--- src/rtl/spi_cmd_decoder.sv ---
// rtl/spi_cmd_decoder.sv - SPI command decoder between SPI slave controller and capture FIFO
//
// Executes one command per SS frame, serves FIFO pops, and owns the
// configuration register read by the sniffer core.
//
// Parameters:
//   RD_LAT   FIFO read latency in clk cycles (1..3)
//   CFG_RST  reset value of cfg_out
//
// Optional build macro: SPI_CMD_FRAME_CNT_EN adds an 8-bit accepted-frame
// counter and the READ_FRAME_CNT (8'h06) command.
//
// Ports:
//   clk, rst      clock, asynchronous active-low reset
//   cmd_in        command byte of the current frame
//   data_in       data byte of the current frame
//   frame_valid   one-cycle pulse, cmd_in/data_in complete
//   fifo_data     capture FIFO read data
//   fifo_empty    capture FIFO empty
//   fifo_full     capture FIFO full
//   fifo_ovf      one-cycle pulse, FIFO dropped a byte
//   fifo_rd_en    FIFO pop strobe
//   sta_out       status byte {0, busy, coll, badcmd, underrun, ovf, full, empty}
//   rsp_data      MISO response byte
//   rsp_valid     pulse in the cycle whose closing edge loads rsp_data
//   cfg_out       configuration register
module spi_cmd_decoder #(
  parameter int unsigned RD_LAT  = 1,
  parameter logic [7:0]  CFG_RST = 8'h00
) (
  input  logic       clk,
  input  logic       rst,
  input  logic [7:0] cmd_in,
  input  logic [7:0] data_in,
  input  logic       frame_valid,
  input  logic [7:0] fifo_data,
  input  logic       fifo_empty,
  input  logic       fifo_full,
  input  logic       fifo_ovf,
  output logic       fifo_rd_en,
  output logic [7:0] sta_out,
  output logic [7:0] rsp_data,
  output logic       rsp_valid,
  output logic [7:0] cfg_out
);

  typedef enum logic [1:0] {
    IDLE     = 2'd0,
    DECODE   = 2'd1,
    RD_ISSUE = 2'd2,
    RD_WAIT  = 2'd3
  } state_e;

  localparam logic [7:0] CMD_NOP         = 8'h00;
  localparam logic [7:0] CMD_READ_STATUS = 8'h01;
  localparam logic [7:0] CMD_POP         = 8'h02;
  localparam logic [7:0] CMD_WRITE_CFG   = 8'h03;
  localparam logic [7:0] CMD_READ_CFG    = 8'h04;
  localparam logic [7:0] CMD_CLEAR_FLAGS = 8'h05;
`ifdef SPI_CMD_FRAME_CNT_EN
  localparam logic [7:0] CMD_READ_FCNT   = 8'h06;
`endif

  // Counter load value: RD_WAIT lasts RD_LAT cycles, capturing on the last.
  localparam logic [1:0] LAT_LOAD = 2'(RD_LAT - 1);

  state_e     state_q, state_d;
  logic [7:0] cmd_q, cmd_d;
  logic [7:0] dat_q, dat_d;
  logic [1:0] cnt_q, cnt_d;
  logic [7:0] rsp_data_q, rsp_data_d;
  logic [7:0] cfg_q, cfg_d;
  logic       ovf_q, ovf_d;
  logic       und_q, und_d;
  logic       bad_q, bad_d;
  logic       col_q, col_d;
`ifdef SPI_CMD_FRAME_CNT_EN
  logic [7:0] fcnt_q, fcnt_d;
`endif

  assign sta_out    = {1'b0, (state_q != IDLE), col_q, bad_q, und_q, ovf_q,
                       fifo_full, fifo_empty};
  assign fifo_rd_en = (state_q == RD_ISSUE);
  assign rsp_data   = rsp_data_q;
  assign cfg_out    = cfg_q;

  always_comb begin
    state_d    = state_q;
    cmd_d      = cmd_q;
    dat_d      = dat_q;
    cnt_d      = cnt_q;
    rsp_data_d = rsp_data_q;
    cfg_d      = cfg_q;
    ovf_d      = ovf_q;
    und_d      = und_q;
    bad_d      = bad_q;
    col_d      = col_q;
    rsp_valid  = 1'b0;
`ifdef SPI_CMD_FRAME_CNT_EN
    fcnt_d     = fcnt_q;
`endif

    case (state_q)
      IDLE: begin
        if (frame_valid) begin
          cmd_d   = cmd_in;
          dat_d   = data_in;
          state_d = DECODE;
`ifdef SPI_CMD_FRAME_CNT_EN
          fcnt_d  = fcnt_q + 8'd1;
`endif
        end
      end

      DECODE: begin
        state_d = IDLE;
        case (cmd_q)
          CMD_NOP: ;
          CMD_READ_STATUS: begin
            rsp_data_d = sta_out;
            rsp_valid  = 1'b1;
          end
          CMD_POP: begin
            if (!fifo_empty) begin
              state_d = RD_ISSUE;
            end else begin
              rsp_data_d = 8'h00;
              und_d      = 1'b1;
              rsp_valid  = 1'b1;
            end
          end
          CMD_WRITE_CFG: cfg_d = dat_q;
          CMD_READ_CFG: begin
            rsp_data_d = cfg_q;
            rsp_valid  = 1'b1;
          end
          CMD_CLEAR_FLAGS: begin
            ovf_d = 1'b0;
            und_d = 1'b0;
            bad_d = 1'b0;
            col_d = 1'b0;
          end
`ifdef SPI_CMD_FRAME_CNT_EN
          // Counter already holds the value including this frame.
          CMD_READ_FCNT: begin
            rsp_data_d = fcnt_q;
            rsp_valid  = 1'b1;
          end
`endif
          default: bad_d = 1'b1;
        endcase
      end

      RD_ISSUE: begin
        cnt_d   = LAT_LOAD;
        state_d = RD_WAIT;
      end

      RD_WAIT: begin
        if (cnt_q == 2'd0) begin
          rsp_data_d = fifo_data;
          rsp_valid  = 1'b1;
          state_d    = IDLE;
        end else begin
          cnt_d = cnt_q - 2'd1;
        end
      end

      default: state_d = IDLE;
    endcase

    // Flag sets are applied last so they win over a same-cycle CLEAR_FLAGS.
    if (fifo_ovf) begin
      ovf_d = 1'b1;
    end
    if (frame_valid && (state_q != IDLE)) begin
      col_d = 1'b1;
    end
  end

  always_ff @(posedge clk or negedge rst) begin
    if (!rst) begin
      state_q    <= IDLE;
      cmd_q      <= 8'h00;
      dat_q      <= 8'h00;
      cnt_q      <= 2'd0;
      rsp_data_q <= 8'h00;
      cfg_q      <= CFG_RST;
      ovf_q      <= 1'b0;
      und_q      <= 1'b0;
      bad_q      <= 1'b0;
      col_q      <= 1'b0;
`ifdef SPI_CMD_FRAME_CNT_EN
      fcnt_q     <= 8'h00;
`endif
    end else begin
      state_q    <= state_d;
      cmd_q      <= cmd_d;
      dat_q      <= dat_d;
      cnt_q      <= cnt_d;
      rsp_data_q <= rsp_data_d;
      cfg_q      <= cfg_d;
      ovf_q      <= ovf_d;
      und_q      <= und_d;
      bad_q      <= bad_d;
      col_q      <= col_d;
`ifdef SPI_CMD_FRAME_CNT_EN
      fcnt_q     <= fcnt_d;
`endif
    end
  end

endmodule
--- config.mk ---
export PLATFORM = sky130hd
export DESIGN_NAME = spi_cmd_decoder
export DESIGN_NICKNAME = d
export VERILOG_FILES = /design/src/rtl/spi_cmd_decoder.sv
export SDC_FILE = /design/constraint.sdc
export NUM_CORES = 1
export LEC_CHECK = 0
export CORE_MARGIN = 2
export CORE_UTILIZATION = 50
export DETAILED_ROUTE_END_ITERATION = 6
export GPL_TIMING_DRIVEN = 0
export PLACE_DENSITY = 0.9
export SETUP_SLACK_MARGIN = 0.05
export SYNTH_ARGS = -nofsm -noshare
export SYNTH_HDL_FRONTEND = slang
export SYNTH_SLANG_ARGS = --single-unit
--- constraint.sdc ---
create_clock -name clk -period 3.04 [get_ports clk]
set_input_delay 0.912 -clock clk [delete_from_list [all_inputs] [get_ports clk]]
set_output_delay 0.912 -clock clk [all_outputs]
set_load 0.03 [all_outputs]
==> metrics.sh <==
RUN_STATUS='complete, no violations'
STDCELL_COUNT=271
DETAIL_ROUTE.VIAS_PER_CELL=5.49
CTS.ROOT.BUFFER_CELL='clkbuf_8'
REG2REGPATHDEPTH=5
HTREE_NUM_LEVELS=2
FINAL-SETUP-VIOL-COUNT=0
PRE_CTS_WS_PS=-579
CRITICAL_PATH_REQUIRED_PS=2130
DPL.CELL_COUNT=264
GROWTH_OF_DESIGN_AREA_FROM_SYNTHESIS_TO_FINISH_PCT=38.3
DOMINANTREGCELLSYNTH='dfrtp_1'
HOLD_PATH_ORIGIN='dat_q[1]$_DFFE_PN0P_'
VDD_IR_DROP_MAX_uV=381
FINAL_SETUP_MARGIN_PS=206
AVGSYNTHCELLAREA_SQ_UM=11.6
END_KIND='primary output'
DRV_CAP=0
CLOCK_SINK_COUNT=40
CRITICAL_PATH_CLASS='input pin to primary output'
POST_SYNTH_INST_COUNT=162
NUM-FILL-CELLS=266
VIAS=1487
MAX-CLOCK-PATH-BUFFERS=2
TIMING.HOLD.WORST_PATH_DEPTH=1
INITIAL_UTILIZATION_PCT=51.9
SYNTHESIS.AREA_SQ_UM=1890
CTS_MADE_BUFFERS=5
SYNTH_CELL_TYPES=36
CRITICAL_PATH_PEAK_FANOUT=2
DP.FINAL_HPWL_MICRONS=2980
SYNTH_EDF_COUNT=0
FP-ROW-COUNT=22
GRT_MAX_DEGREE=41
MIN_PERIOD_PS=2830
COMBINED_AREA_OF_THE_MULTI_INPUT_LOGIC_CELLS_SQ_UM=757
ROUTE.DETAILED.DRC=0
DIE-AREA_SQ_UM=4280
COUNT_OF_STATE_ELEMENTS_AFTER_SYNTHESIS=40
WORST_PIN_SLEW_PS=843
GRT_REMAINING_OVERFLOW=0
POWER_LEAKAGE_nW=1.11
DIEHEIGHT_MICRONS=65.4
TIMING.FMAX_MHz=353
GPL.FINAL_WEIGHTED_CONGESTION=0.861
FINAL-HOLD-VIOLATION-COUNT=0
DIE_X_MICRONS=65.4
FF_LATCH_AREA_SQ_UM=1000
ROUTED_LEN_INST_MICRONS=15.2
LAYOUT-DRIVE-GT1-SHARE_PCT=23.3
FINISH.NET_COUNT=253
POWERDENSITY_nW_PER_UM2=575
ANTENNA_CELLS=0
SYNTH.TOP_CELLS.BY_AREA='dfrtp_1 53%, mux2_2 16%, a222oi_1 3.2%, mux2i_1 3.2%, buf_4 2.8%'
SYNTHESIZED_NETS=193
ARRIVAL_WORST_ENDPOINT_PS=1920
SYNTH.YOSYS.SEQ_AREA_SHARE_PCT=53.1
GRT_PASS1_WL_MICRONS=6780
DRT-INITIAL-DRC-COUNT=95
PLACEABLECOREAREA_SQ_UM=3630
PORT_BUFFERS=54
FINALCOREUTILIZATION_PCT=71.8
CP-START-KIND='input pin'
SYNTH_TOP_CELL_BY_AREA='dfrtp_1'
MAX-SLEW-MARGIN-REL_PCT=43.8
ANTENNA_FOUND_INITIAL=0
MIN_PERIOD_OVER_PERIOD_PCT=93.2
GRT_PASS1_VIAS=1455
LAYOUT_COMMONEST_CELL='clkdlybuf4s50_1'
GRT_USAGE_PCT=21.3
CLKLATENCYLATEPIN_PS=290
REPORT.FINAL.SLEW_VIOL_COUNT=0
TIMING.CRITICAL_PATH.FROM='fifo_full'
ASYNC_RESET_FF_SHARE_PCT=100
CLOCK_TREE_FROM_TRITONCTS='done'
CLK_PIN_SLEW_WORST_PATHS_PS=80
IO-PIN-COUNT=56
FINAL_CELL_MIX='49 x clkdlybuf4s50_1, 40 x dfrtp_1, 26 x mux2_2'
YOSYSWARNINGS=0
FIRSTDRTPASSITERS=4
NETLIST.AREA_LEADER.SHARE_PCT=53.1
FINAL_ANTENNA_NET_COUNT=0
TIMING.HOLD.WORST.CLASS='register to register'
HOLDBUFCOUNTCTS=0
CLOCK-SKEW-FINAL_PS=2.84
FINALWIRELENGTH_MICRONS=4120
RSZ0062_AT_GRT='false'
cells by family (layout without fill, tap and decap cells):
| logic type | after synthesis | after routing | synth area share [%] |
|---|---|---|---|
| and+or+nand+nor | 36 | 36 | 10.5 |
| adders and majority gates | 1 | 1 | 0.663 |
| AOI/OAI and AO/OA | 21 | 21 | 8.49 |
| DFF | 40 | 40 | 53.1 |
| buffers and inverters | 29 | 90 | 7.49 |
| other | 1 | 1 | 0.199 |
| xor gates and xnor gates | 2 | 2 | 0.929 |
| muxes | 32 | 32 | 18.7 |
final timing paths:
kind	slack, ps	to
setup / recovery	210	sta_out[1]
hold / removal	510	dat_q[1]$_DFFE_PN0P_
setup reg to reg	790	cmd_q[1]$_DFFE_PN0P_
hold reg to reg	510	dat_q[1]$_DFFE_PN0P_
max in group asynchronous	1790	cnt_q[1]$_DFFE_PN0P_
min in group asynchronous	720	cmd_q[6]$_DFFE_PN0P_
critical path: stages:
cell and delay [ps]:
clkdlybuf4s50_1 500, buf_4 120, dlygate4sd2_1 380
final cells by class:
cell class	count	share of cell area (%)
Multi-Input combinational cell	93	29.0
Buffer	17	3.93
Timing Repair Buffer	54	20.4
Sequential cell	40	38.4
Inverter	11	1.58
Tap cell	48	2.30
Clock inverter	3	1.77
Clock buffer	5	2.64
cells in the mapped netlist (all sizes together) (2+ instances only):
master   n
nor2     6
nor2b    3
inv     11
nand4    3
buf     12
nor3     2
clkbuf   6
nor4     2
nand2   10
dfrtp   40
mux2    26
o21ai    6
a222oi   6
nand4b   2
a22o     2
nand3    2
mux2i    6
flip-flops by register name, summed over array words and instances (netlist names), named ones only:
| register | count |
|---|---|
| bad_q | 1 |
| cfg_out | 8 |
| cmd_q | 8 |
| cnt_q | 2 |
| col_q | 1 |
| dat_q | 8 |
| ovf_q | 1 |
| rsp_data | 8 |
| state_q | 1 |
| und_q | 1 |
per-stage QoR:
step	TNS (ps)	power (mW)	hold WS [ps]	area (sq um)
4_1_cts	0	1.51	513	2610
3_5_place_dp	-742	1.07	494	2480
5_1_grt	0	1.57	532	2610
2_1_floorplan	0	0.887	473	1890
6_report	0	1.50	509	2610
3_3_place_gp	-730	1.05	482	2490
where the power goes:
part / internal [mW] / switching, mW / leakage [nW]
Clock: 0.247 / 0.192 / 0.0548
Combinational: 0.192 / 0.209 / 0.567
Sequential: 0.610 / 0.0495 / 0.485
Total: 1.05 / 0.451 / 1.11
repair_timing:
item | in CTS | in global routing
setup endpoints to repair | 3 | 1
cloned | 0 | 0
buffers inserted | 0 | 0
resized for setup | 11 | 2
pin swaps | 0 | 1
metal layers:
metal | GRT usage, % | wire length (microns)
met3 | 4.11 | 239
met2 | 34.2 | 2070
met5 | 0 | 0
met4 | 10.9 | 134
met1 | 27.5 | 1680
(Power assumes the default switching activity.)
